**src/rtl/motor_pkg.sv**
```systemverilog
// Shared motor-control types: step generator FSM states and default step timing.
package motor_pkg;

   typedef enum logic [1:0] {
      STEP_IDLE,
      STEP_SETUP,
      STEP_HIGH,
      STEP_LOW
   } step_state_e;

   localparam int DEF_PULSE_HIGH = 8;
   localparam int DEF_DIR_SETUP  = 16;

endpackage

```
**src/rtl/step_pulse_gen_if.sv**
```systemverilog
// Host <-> step generator bundle: move command handshake, abort, driver outputs and status.
interface step_pulse_gen_if #(
   parameter int COUNT_W  = 16,
   parameter int PERIOD_W = 20
);
   logic                cmd_valid;
   logic                cmd_ready;
   logic [COUNT_W-1:0]  cmd_steps;
   logic                cmd_dir;
   logic [PERIOD_W-1:0] cmd_period;
   logic                abort;
   logic                rotate_pulse;
   logic                direction;
   logic                module_enable;
   logic                busy;
   logic                done;
   logic [COUNT_W-1:0]  steps_left;

   modport master (
      output cmd_valid, cmd_steps, cmd_dir, cmd_period, abort,
      input  cmd_ready, rotate_pulse, direction, module_enable, busy, done, steps_left
   );

   modport slave (
      input  cmd_valid, cmd_steps, cmd_dir, cmd_period, abort,
      output cmd_ready, rotate_pulse, direction, module_enable, busy, done, steps_left
   );
endinterface

```
**src/rtl/step_ramp.sv**
```systemverilog
// Trapezoidal period profile for the step generator; only built when STEP_RAMP_EN is defined.
`ifdef STEP_RAMP_EN
module step_ramp #(
   parameter int COUNT_W  = 16,
   parameter int PERIOD_W = 20
) (
   input  logic                clk,
   input  logic                rst_n,
   input  logic                i_load,
   input  logic                i_advance,
   input  logic [PERIOD_W-1:0] i_start,
   input  logic [PERIOD_W-1:0] i_step,
   input  logic [PERIOD_W-1:0] i_target,
   input  logic [COUNT_W-1:0]  i_steps_left,
   output logic [PERIOD_W-1:0] o_period
);
   logic [PERIOD_W-1:0] r_period;
   logic [COUNT_W-1:0]  r_accel;
   logic [PERIOD_W-1:0] w_ceiling;
   logic [PERIOD_W:0]   w_up;
   logic [PERIOD_W-1:0] w_down;

   assign w_ceiling = (i_start > i_target) ? i_start : i_target;
   assign w_up      = {1'b0, r_period} + {1'b0, i_step};
   assign w_down    = ((r_period - i_target) > i_step) ? (r_period - i_step) : i_target;

   // Deceleration mirrors acceleration: once the remaining steps fit in the
   // accelerating count, climb back towards the starting period.
   always_ff @(posedge clk or negedge rst_n) begin
      if (!rst_n) begin
         r_period <= '0;
         r_accel  <= '0;
      end else if (i_load) begin
         r_period <= w_ceiling;
         r_accel  <= '0;
      end else if (i_advance) begin
         if (i_steps_left <= r_accel) begin
            r_period <= (w_up >= {1'b0, w_ceiling}) ? w_ceiling : w_up[PERIOD_W-1:0];
         end else if (r_period > i_target) begin
            r_period <= w_down;
            r_accel  <= r_accel + COUNT_W'(1);
         end
      end
   end

   assign o_period = r_period;
endmodule
`endif

```
**src/rtl/step_pulse_gen.sv**
```systemverilog
// Command-driven step/direction generator for the stepper driver; all outputs registered.
// STEP_RAMP_EN adds a trapezoidal period ramp through step_ramp.
module step_pulse_gen
   import motor_pkg::*;
#(
   parameter int COUNT_W    = 16,
   parameter int PERIOD_W   = 20,
   parameter int PULSE_HIGH = DEF_PULSE_HIGH,
   parameter int DIR_SETUP  = DEF_DIR_SETUP
`ifdef STEP_RAMP_EN
   ,
   parameter logic [PERIOD_W-1:0] RAMP_START = 20'd200000,
   parameter logic [PERIOD_W-1:0] RAMP_STEP  = 20'd1000
`endif
) (
   input  logic           clk,
   input  logic           rst_n,
   step_pulse_gen_if.slave bus
);
   localparam logic [PERIOD_W-1:0] C_PH         = PERIOD_W'(PULSE_HIGH);
   localparam logic [PERIOD_W-1:0] C_PH_LAST    = PERIOD_W'(PULSE_HIGH - 1);
   localparam logic [PERIOD_W-1:0] C_MIN_PERIOD = PERIOD_W'(2 * PULSE_HIGH);
   localparam logic [PERIOD_W-1:0] C_SETUP_LAST = PERIOD_W'(DIR_SETUP - 1);

   step_state_e         r_state, w_state_nxt;
   logic [PERIOD_W-1:0] r_cnt, w_cnt_nxt;
   logic [COUNT_W-1:0]  r_steps, w_steps_nxt;
   logic [PERIOD_W-1:0] r_period, w_period_nxt;
   logic [PERIOD_W-1:0] r_pulse_per, w_pulse_per_nxt;
   logic                r_abort_seen, w_abort_nxt;
   logic                r_dir, w_dir_nxt;
   logic                r_rot, w_rot_nxt;
   logic                r_done, w_done_nxt;
   logic                r_busy;
   logic                r_ready;
   logic                w_accept;
   logic                w_advance;
   logic                w_enter_high;
   logic [PERIOD_W-1:0] w_raw_period;
   logic [PERIOD_W-1:0] w_eff_period;

`ifdef STEP_RAMP_EN
   logic [PERIOD_W-1:0] w_ramp_period;
   logic [PERIOD_W-1:0] w_ramp_target;

   assign w_ramp_target = w_accept ? bus.cmd_period : r_period;

   step_ramp #(
      .COUNT_W  (COUNT_W),
      .PERIOD_W (PERIOD_W)
   ) u_ramp (
      .clk          (clk),
      .rst_n        (rst_n),
      .i_load       (w_accept),
      .i_advance    (w_advance),
      .i_start      (RAMP_START),
      .i_step       (RAMP_STEP),
      .i_target     (w_ramp_target),
      .i_steps_left (r_steps),
      .o_period     (w_ramp_period)
   );
   assign w_raw_period = w_ramp_period;
`else
   assign w_raw_period = r_period;
`endif

   // Low time never shorter than the high time.
   assign w_eff_period = (w_raw_period < C_MIN_PERIOD) ? C_MIN_PERIOD : w_raw_period;

   always_comb begin
      w_state_nxt     = r_state;
      w_cnt_nxt       = r_cnt;
      w_steps_nxt     = r_steps;
      w_period_nxt    = r_period;
      w_pulse_per_nxt = r_pulse_per;
      w_abort_nxt     = r_abort_seen;
      w_dir_nxt       = r_dir;
      w_rot_nxt       = 1'b0;
      w_done_nxt      = 1'b0;
      w_accept        = 1'b0;
      w_advance       = 1'b0;
      w_enter_high    = 1'b0;

      case (r_state)
         STEP_IDLE: begin
            w_accept = bus.cmd_valid;
         end
         STEP_SETUP: begin
            if (bus.abort) begin
               w_state_nxt = STEP_IDLE;
               w_done_nxt  = 1'b1;
            end else if (r_cnt == '0) begin
               w_enter_high = 1'b1;
            end else begin
               w_cnt_nxt = r_cnt - PERIOD_W'(1);
            end
         end
         STEP_HIGH: begin
            w_abort_nxt = r_abort_seen | bus.abort;
            w_advance   = (r_cnt == '0);
            if (w_advance) begin
               w_state_nxt = STEP_LOW;
               w_cnt_nxt   = r_pulse_per - C_PH - PERIOD_W'(1);
            end else begin
               w_rot_nxt = 1'b1;
               w_cnt_nxt = r_cnt - PERIOD_W'(1);
            end
         end
         STEP_LOW: begin
            w_abort_nxt = r_abort_seen | bus.abort;
            if (r_cnt != '0) begin
               w_cnt_nxt = r_cnt - PERIOD_W'(1);
            end else if ((r_steps != '0) && !(r_abort_seen | bus.abort)) begin
               w_enter_high = 1'b1;
            end else begin
               w_state_nxt = STEP_IDLE;
               w_done_nxt  = 1'b1;
            end
         end
         default: begin
            w_state_nxt = STEP_IDLE;
         end
      endcase

      if (w_accept) begin
         w_steps_nxt  = bus.cmd_steps;
         w_dir_nxt    = bus.cmd_dir;
         w_period_nxt = bus.cmd_period;
         w_abort_nxt  = 1'b0;
         if (bus.cmd_steps == '0) begin
            w_done_nxt = 1'b1;
         end else begin
            w_state_nxt = STEP_SETUP;
            w_cnt_nxt   = C_SETUP_LAST;
         end
      end

      // The period is frozen per pulse so a ramp update cannot stretch the current low time.
      if (w_enter_high) begin
         w_state_nxt     = STEP_HIGH;
         w_cnt_nxt       = C_PH_LAST;
         w_steps_nxt     = r_steps - COUNT_W'(1);
         w_pulse_per_nxt = w_eff_period;
         w_rot_nxt       = 1'b1;
      end
   end

   always_ff @(posedge clk or negedge rst_n) begin
      if (!rst_n) begin
         r_state <= STEP_IDLE;
      end else begin
         r_state <= w_state_nxt;
      end
   end

   always_ff @(posedge clk or negedge rst_n) begin
      if (!rst_n) begin
         r_cnt        <= '0;
         r_steps      <= '0;
         r_period     <= '0;
         r_pulse_per  <= '0;
         r_abort_seen <= 1'b0;
         r_dir        <= 1'b0;
         r_rot        <= 1'b0;
         r_done       <= 1'b0;
         r_busy       <= 1'b0;
         r_ready      <= 1'b1;
      end else begin
         r_cnt        <= w_cnt_nxt;
         r_steps      <= w_steps_nxt;
         r_period     <= w_period_nxt;
         r_pulse_per  <= w_pulse_per_nxt;
         r_abort_seen <= w_abort_nxt;
         r_dir        <= w_dir_nxt;
         r_rot        <= w_rot_nxt;
         r_done       <= w_done_nxt;
         r_busy       <= (w_state_nxt != STEP_IDLE);
         r_ready      <= (w_state_nxt == STEP_IDLE);
      end
   end

   assign bus.cmd_ready     = r_ready;
   assign bus.rotate_pulse  = r_rot;
   assign bus.direction     = r_dir;
   assign bus.module_enable = r_busy;
   assign bus.busy          = r_busy;
   assign bus.done          = r_done;
   assign bus.steps_left    = r_steps;
endmodule

```
**src/flat_wrapper.sv**
```systemverilog
// flat-port wrapper written by rule: the top's interface ports become plain ports
module step_pulse_gen_flat import motor_pkg::*;
#(
   parameter int COUNT_W    = 16,
   parameter int PERIOD_W   = 20,
   parameter int PULSE_HIGH = DEF_PULSE_HIGH,
   parameter int DIR_SETUP  = DEF_DIR_SETUP

)
  (clk, rst_n, bus_cmd_valid, bus_cmd_steps, bus_cmd_dir, bus_cmd_period, bus_abort, bus_cmd_ready, bus_rotate_pulse, bus_direction, bus_module_enable, bus_busy, bus_done, bus_steps_left);
  step_pulse_gen_if #(.COUNT_W(COUNT_W), .PERIOD_W(PERIOD_W)) bus_i ();
  input  logic clk;
  input  logic rst_n;
  input wire logic [$bits(bus_i.cmd_valid)-1:0] bus_cmd_valid;
  input wire logic [$bits(bus_i.cmd_steps)-1:0] bus_cmd_steps;
  input wire logic [$bits(bus_i.cmd_dir)-1:0] bus_cmd_dir;
  input wire logic [$bits(bus_i.cmd_period)-1:0] bus_cmd_period;
  input wire logic [$bits(bus_i.abort)-1:0] bus_abort;
  output wire logic [$bits(bus_i.cmd_ready)-1:0] bus_cmd_ready;
  output wire logic [$bits(bus_i.rotate_pulse)-1:0] bus_rotate_pulse;
  output wire logic [$bits(bus_i.direction)-1:0] bus_direction;
  output wire logic [$bits(bus_i.module_enable)-1:0] bus_module_enable;
  output wire logic [$bits(bus_i.busy)-1:0] bus_busy;
  output wire logic [$bits(bus_i.done)-1:0] bus_done;
  output wire logic [$bits(bus_i.steps_left)-1:0] bus_steps_left;
  assign bus_i.cmd_valid = bus_cmd_valid;
  assign bus_i.cmd_steps = bus_cmd_steps;
  assign bus_i.cmd_dir = bus_cmd_dir;
  assign bus_i.cmd_period = bus_cmd_period;
  assign bus_i.abort = bus_abort;
  assign bus_cmd_ready = bus_i.cmd_ready;
  assign bus_rotate_pulse = bus_i.rotate_pulse;
  assign bus_direction = bus_i.direction;
  assign bus_module_enable = bus_i.module_enable;
  assign bus_busy = bus_i.busy;
  assign bus_done = bus_i.done;
  assign bus_steps_left = bus_i.steps_left;
  step_pulse_gen #(.COUNT_W(COUNT_W), .PERIOD_W(PERIOD_W), .PULSE_HIGH(PULSE_HIGH), .DIR_SETUP(DIR_SETUP)) u_core (.clk(clk), .rst_n(rst_n), .bus(bus_i));
endmodule
```
**config.mk**
```make
export PLATFORM = sky130hd
export DESIGN_NAME = step_pulse_gen_flat
export DESIGN_NICKNAME = d
export VERILOG_FILES = /design/src/rtl/motor_pkg.sv /design/src/rtl/step_pulse_gen_if.sv /design/src/rtl/step_ramp.sv /design/src/rtl/step_pulse_gen.sv /design/src/flat_wrapper.sv
export SDC_FILE = /design/constraint.sdc
export NUM_CORES = 1
export LEC_CHECK = 0
export ABC_AREA = 1
export BUFFER_PORTS_ARGS = -buffer_cell sky130_fd_sc_hd__buf_4
export CAP_MARGIN = 10
export CORE_MARGIN = 2
export CORE_UTILIZATION = 60
export DETAILED_ROUTE_END_ITERATION = 10
export PLACE_DENSITY_LB_ADDON = 0.08
export REMOVE_ABC_BUFFERS = 1
export SETUP_SLACK_MARGIN = 0.2
export SYNTH_ARGS = -nofsm -noshare
export SYNTH_HDL_FRONTEND = slang
export SYNTH_SLANG_ARGS = --single-unit
```
**constraint.sdc**
```tcl
create_clock -name clk -period 2.1 [get_ports clk]
set_input_delay 0.21 -clock clk [delete_from_list [all_inputs] [get_ports clk]]
set_output_delay 0.21 -clock clk [all_outputs]
set_load 0.05 [all_outputs]
```
==> impl_results.md <==
- Status: finished, final reports clean
- Total CTS buffers: 9
- Area Overhead vs Synth: 31.62%
- Starting Density: 0.6184
- CTS tree: yes
- Grt met2 use: 0.5582
- Avg Cell Area, Syn: roughly 6.7 um2
- Setup CP Type: reg -> reg
- Most frequent cells in the layout: 250 x nand2_1, 119 x buf_4, 98 x nand3_1
- Hold/Removal Path Class: in -> reg
- Initial DRC Count: between 600 and 700
- Buffers on Ports: 62
- Post-synth ARST share: 1.000
- CP max stage delay: 420 ps
- Clock sink count: 84
- Yosys warns: 0
- Via density: about 6
- Final clock skew: 19.54 ps
- H-tree levels: 3
- CP Buf/Inv Count: 2
- First-pass GRT wire length: 27.92 mm
- Top cells by area, synth: dfrtp_1 36%, nand2_1 17%, nand3_1 9.5%
- Crit path top cell by count: nand2_4
- Vias in the first global route: 5,928
- Peak VDD IR: 0.0004343 V
- DRC viols: 0
- Fmax: roughly 0.50 GHz
- Total gr overflow: 0
- Die area: roughly 10,000 um2
- Unique masters post-synth: 39
- EDFF count, synth: 0
- Slew headroom: 0.6413
- Core footprint: 9240 um2
- Routability cong.: 0.9900
- Yosys reg bits: 84
- Final Hold Fails: 0
- CTS Root Cell: clkbuf_8
- Chip width: 101.6 um
- Clk_lat worst skew: 370 ps
- Routed wire per std cell: 17.65 um
- Grt peak-use layer: met2
- Synth area leader: dfrtp_1
- Critical Path Slowest Stage Cell: dfrtp_1
- Mapped Area: 5714 um2
- Setup-failing EPs final: 0
- Setup TNS: 0 ps
- CP required: 2380 ps
- Minimum clock period: 2004 ps
- Most common library cell in the layout ignoring fill and taps: nand2_1
- Met3 GRT Util: 0.06142
- MaxCap Viol Count: 0
- Clock-pin transition on the worst setup and hold timing paths: 90 ps
- Layout cells sized above 1: 0.2503
- TritonRoute pass-1 iters: 6
- Pwr dens: around 430 nW/um2
- CTS max path bufs: 2
- Final instance area: 7521 um2
- Largest net degree at the start of global routing: 53
- Fin crit share: 0.9541
- Placed cell area: 6451 um2
- Post-DP HPWL: 11.96 mm
- Mapped Cells: 852
- DIE HEIGHT: 101.6 um
- Ant diodes: 0
- Slack of the critical path: 96.30 ps
- CP Launch Type: register
- Via count: roughly 6,600
- Sequential-to-total area share from yosys stat: 0.3681
- RSZ-0062 raised after global routing: true
- CP Capture Type: register
- Family with the most delay on the worst path: simple AND/OR/NAND/NOR gates
- Global routing usage on met1: 0.4611
- Crit Path Max Fanout: 8
- Final Max Tran Viols: 0
- Initial antenna violation count: 0
- Final wirelength: 19.48 mm
- Crit-path cells: inv_1 > nand2_1 > nor3_2 > nand3_1 > nand2_2 > nand2_4 > nand2_8 > nand2_4 > inv_2 > o21ai_0 > nor2_1
- WP data arrival: around 2300 ps
- Std cell rows: 35
- Final net count: 1,015
- Top FF cell, synth: dfrtp_1
- R2R setup slack: 100 ps
- Total GRT Usage: 0.3434
- Post-synth top area share: 0.3635
- P_leak: 0.003793 uW
- Boundary pin count: 63
- Worst Tran Pin Value: 533.1 ps
- Final ANT Viol Nets: 0
- Dpl ws: between 70 and 80 ps
[cell usage after synthesis (2+ instances only)]
cell	n
nor2_2	4
nand4_1	14
nor4_1	6
buf_6	5
nand3_4	2
o211ai_1	11
a22oi_1	2
nand3b_1	3
xnor2_1	3
nand2_2	6
nand2_1	263
nor2_4	4
a21oi_1	30
o221ai_1	2
o21ai_1	18
buf_2	11
nand3_1	108
nor2_1	88
inv_1	91
inv_2	2
dfrtp_1	83
xor2_1	17
ha_1	4
o211ai_2	2
buf_4	3
clkbuf_1	12
nor3_1	3
o21ai_0	44
[metrics by stage]
step / std cells / util / total power, uW / hold WS (ps)
3_3_place_gp: 1045 / 0.6982 / 1771 / 196.4
6_report: 1104 / 0.8139 / 3210 / 35.75
3_5_place_dp: 1045 / 0.6982 / 1774 / 207.2
5_1_grt: 1104 / 0.8139 / 3305 / 36.59
4_1_cts: 1077 / 0.7483 / 3220 / 28.95
2_1_floorplan: 820 / - / 1664 / -85.59
[state kept, by name (all words and copies together), names as in the netlist]
register                 cells
u_core.bus.busy              1
u_core.bus.cmd_ready         1
u_core.bus.direction         1
u_core.bus.done              1
u_core.bus.rotate_pulse      1
u_core.bus.steps_left       16
u_core.r_abort_seen          1
u_core.r_cnt                20
u_core.r_period             20
u_core.r_pulse_per          20
u_core.r_state               2
[layer usage]
layer  up-vias  part of all wire
met5         -                 0
met4         0             0.041
met3       101              0.12
met2       506              0.47
met1      3030              0.38
li1       2989                 -
[worst paths after layout]
| kind | start | end | cells after the start |
|---|---|---|---|
| worst max-delay path | u_core.bus.steps_left[13] | u_core.r_cnt[8] | 11 |
| worst min-delay path | bus_cmd_period[15] | u_core.r_period[15] | 3 |
| worst max register to register | u_core.bus.steps_left[13] | u_core.r_cnt[8] | 11 |
| worst min register to register | u_core.r_period[1] | u_core.r_period[1] | 2 |
| max in group asynchronous | rst_n | u_core.r_cnt[8] | 3 |
| min in group asynchronous | rst_n | u_core.r_cnt[19] | 2 |
[cell type report]
class / instances / area [um2]
Timing Repair inverter: 1 / 16.27
Inverter: 94 / 370.4
Multi-Input combinational cell: 642 / 3382
Clock buffer: 9 / 123.9
Tap cell: 129 / 161.4
Fill cell: 605 / 1719
Sequential cell: 84 / 2107
Timing Repair Buffer: 138 / 1237
Clock inverter: 7 / 122.6
[worst min-delay path, cell delays in order]
cell and delay [ps]:
buf_4 80, nand2_1 40, nand2_1 40
[cells by family after synthesis]
| kind of cell | after synthesis | share of synthesized area |
|---|---|---|
| DFF | 84 | 0.3681 |
| AOI/OAI and AO/OA | 114 | 0.1119 |
| adders and majority gates | 4 | 0.008759 |
| xor gates and xnor gates | 20 | 0.03066 |
| and+or+nand+nor | 504 | 0.3860 |
| buffers and inverters | 126 | 0.09459 |
[repair_timing]
action / 4_1_cts / 5_1_grt
gates cloned: 2 / 6
pin swaps: 8 / 32
hold buffers: 1 / 0
hold endpoints to repair: 31 / 0
setup endpoints to repair: 58 / 58
setup buffers: 13 / 21
resized for setup: 22 / 85
[report_power, final]
group | internal (uW) | switching (uW) | total [uW]
combinational | 57.8 | 72.1 | 130
sequential | 1620 | 0.0000000000000288 | 1620
clock | 801 | 662 | 1460
total | 2480 | 735 | 3210
Power figures use the tool's default switching activity.
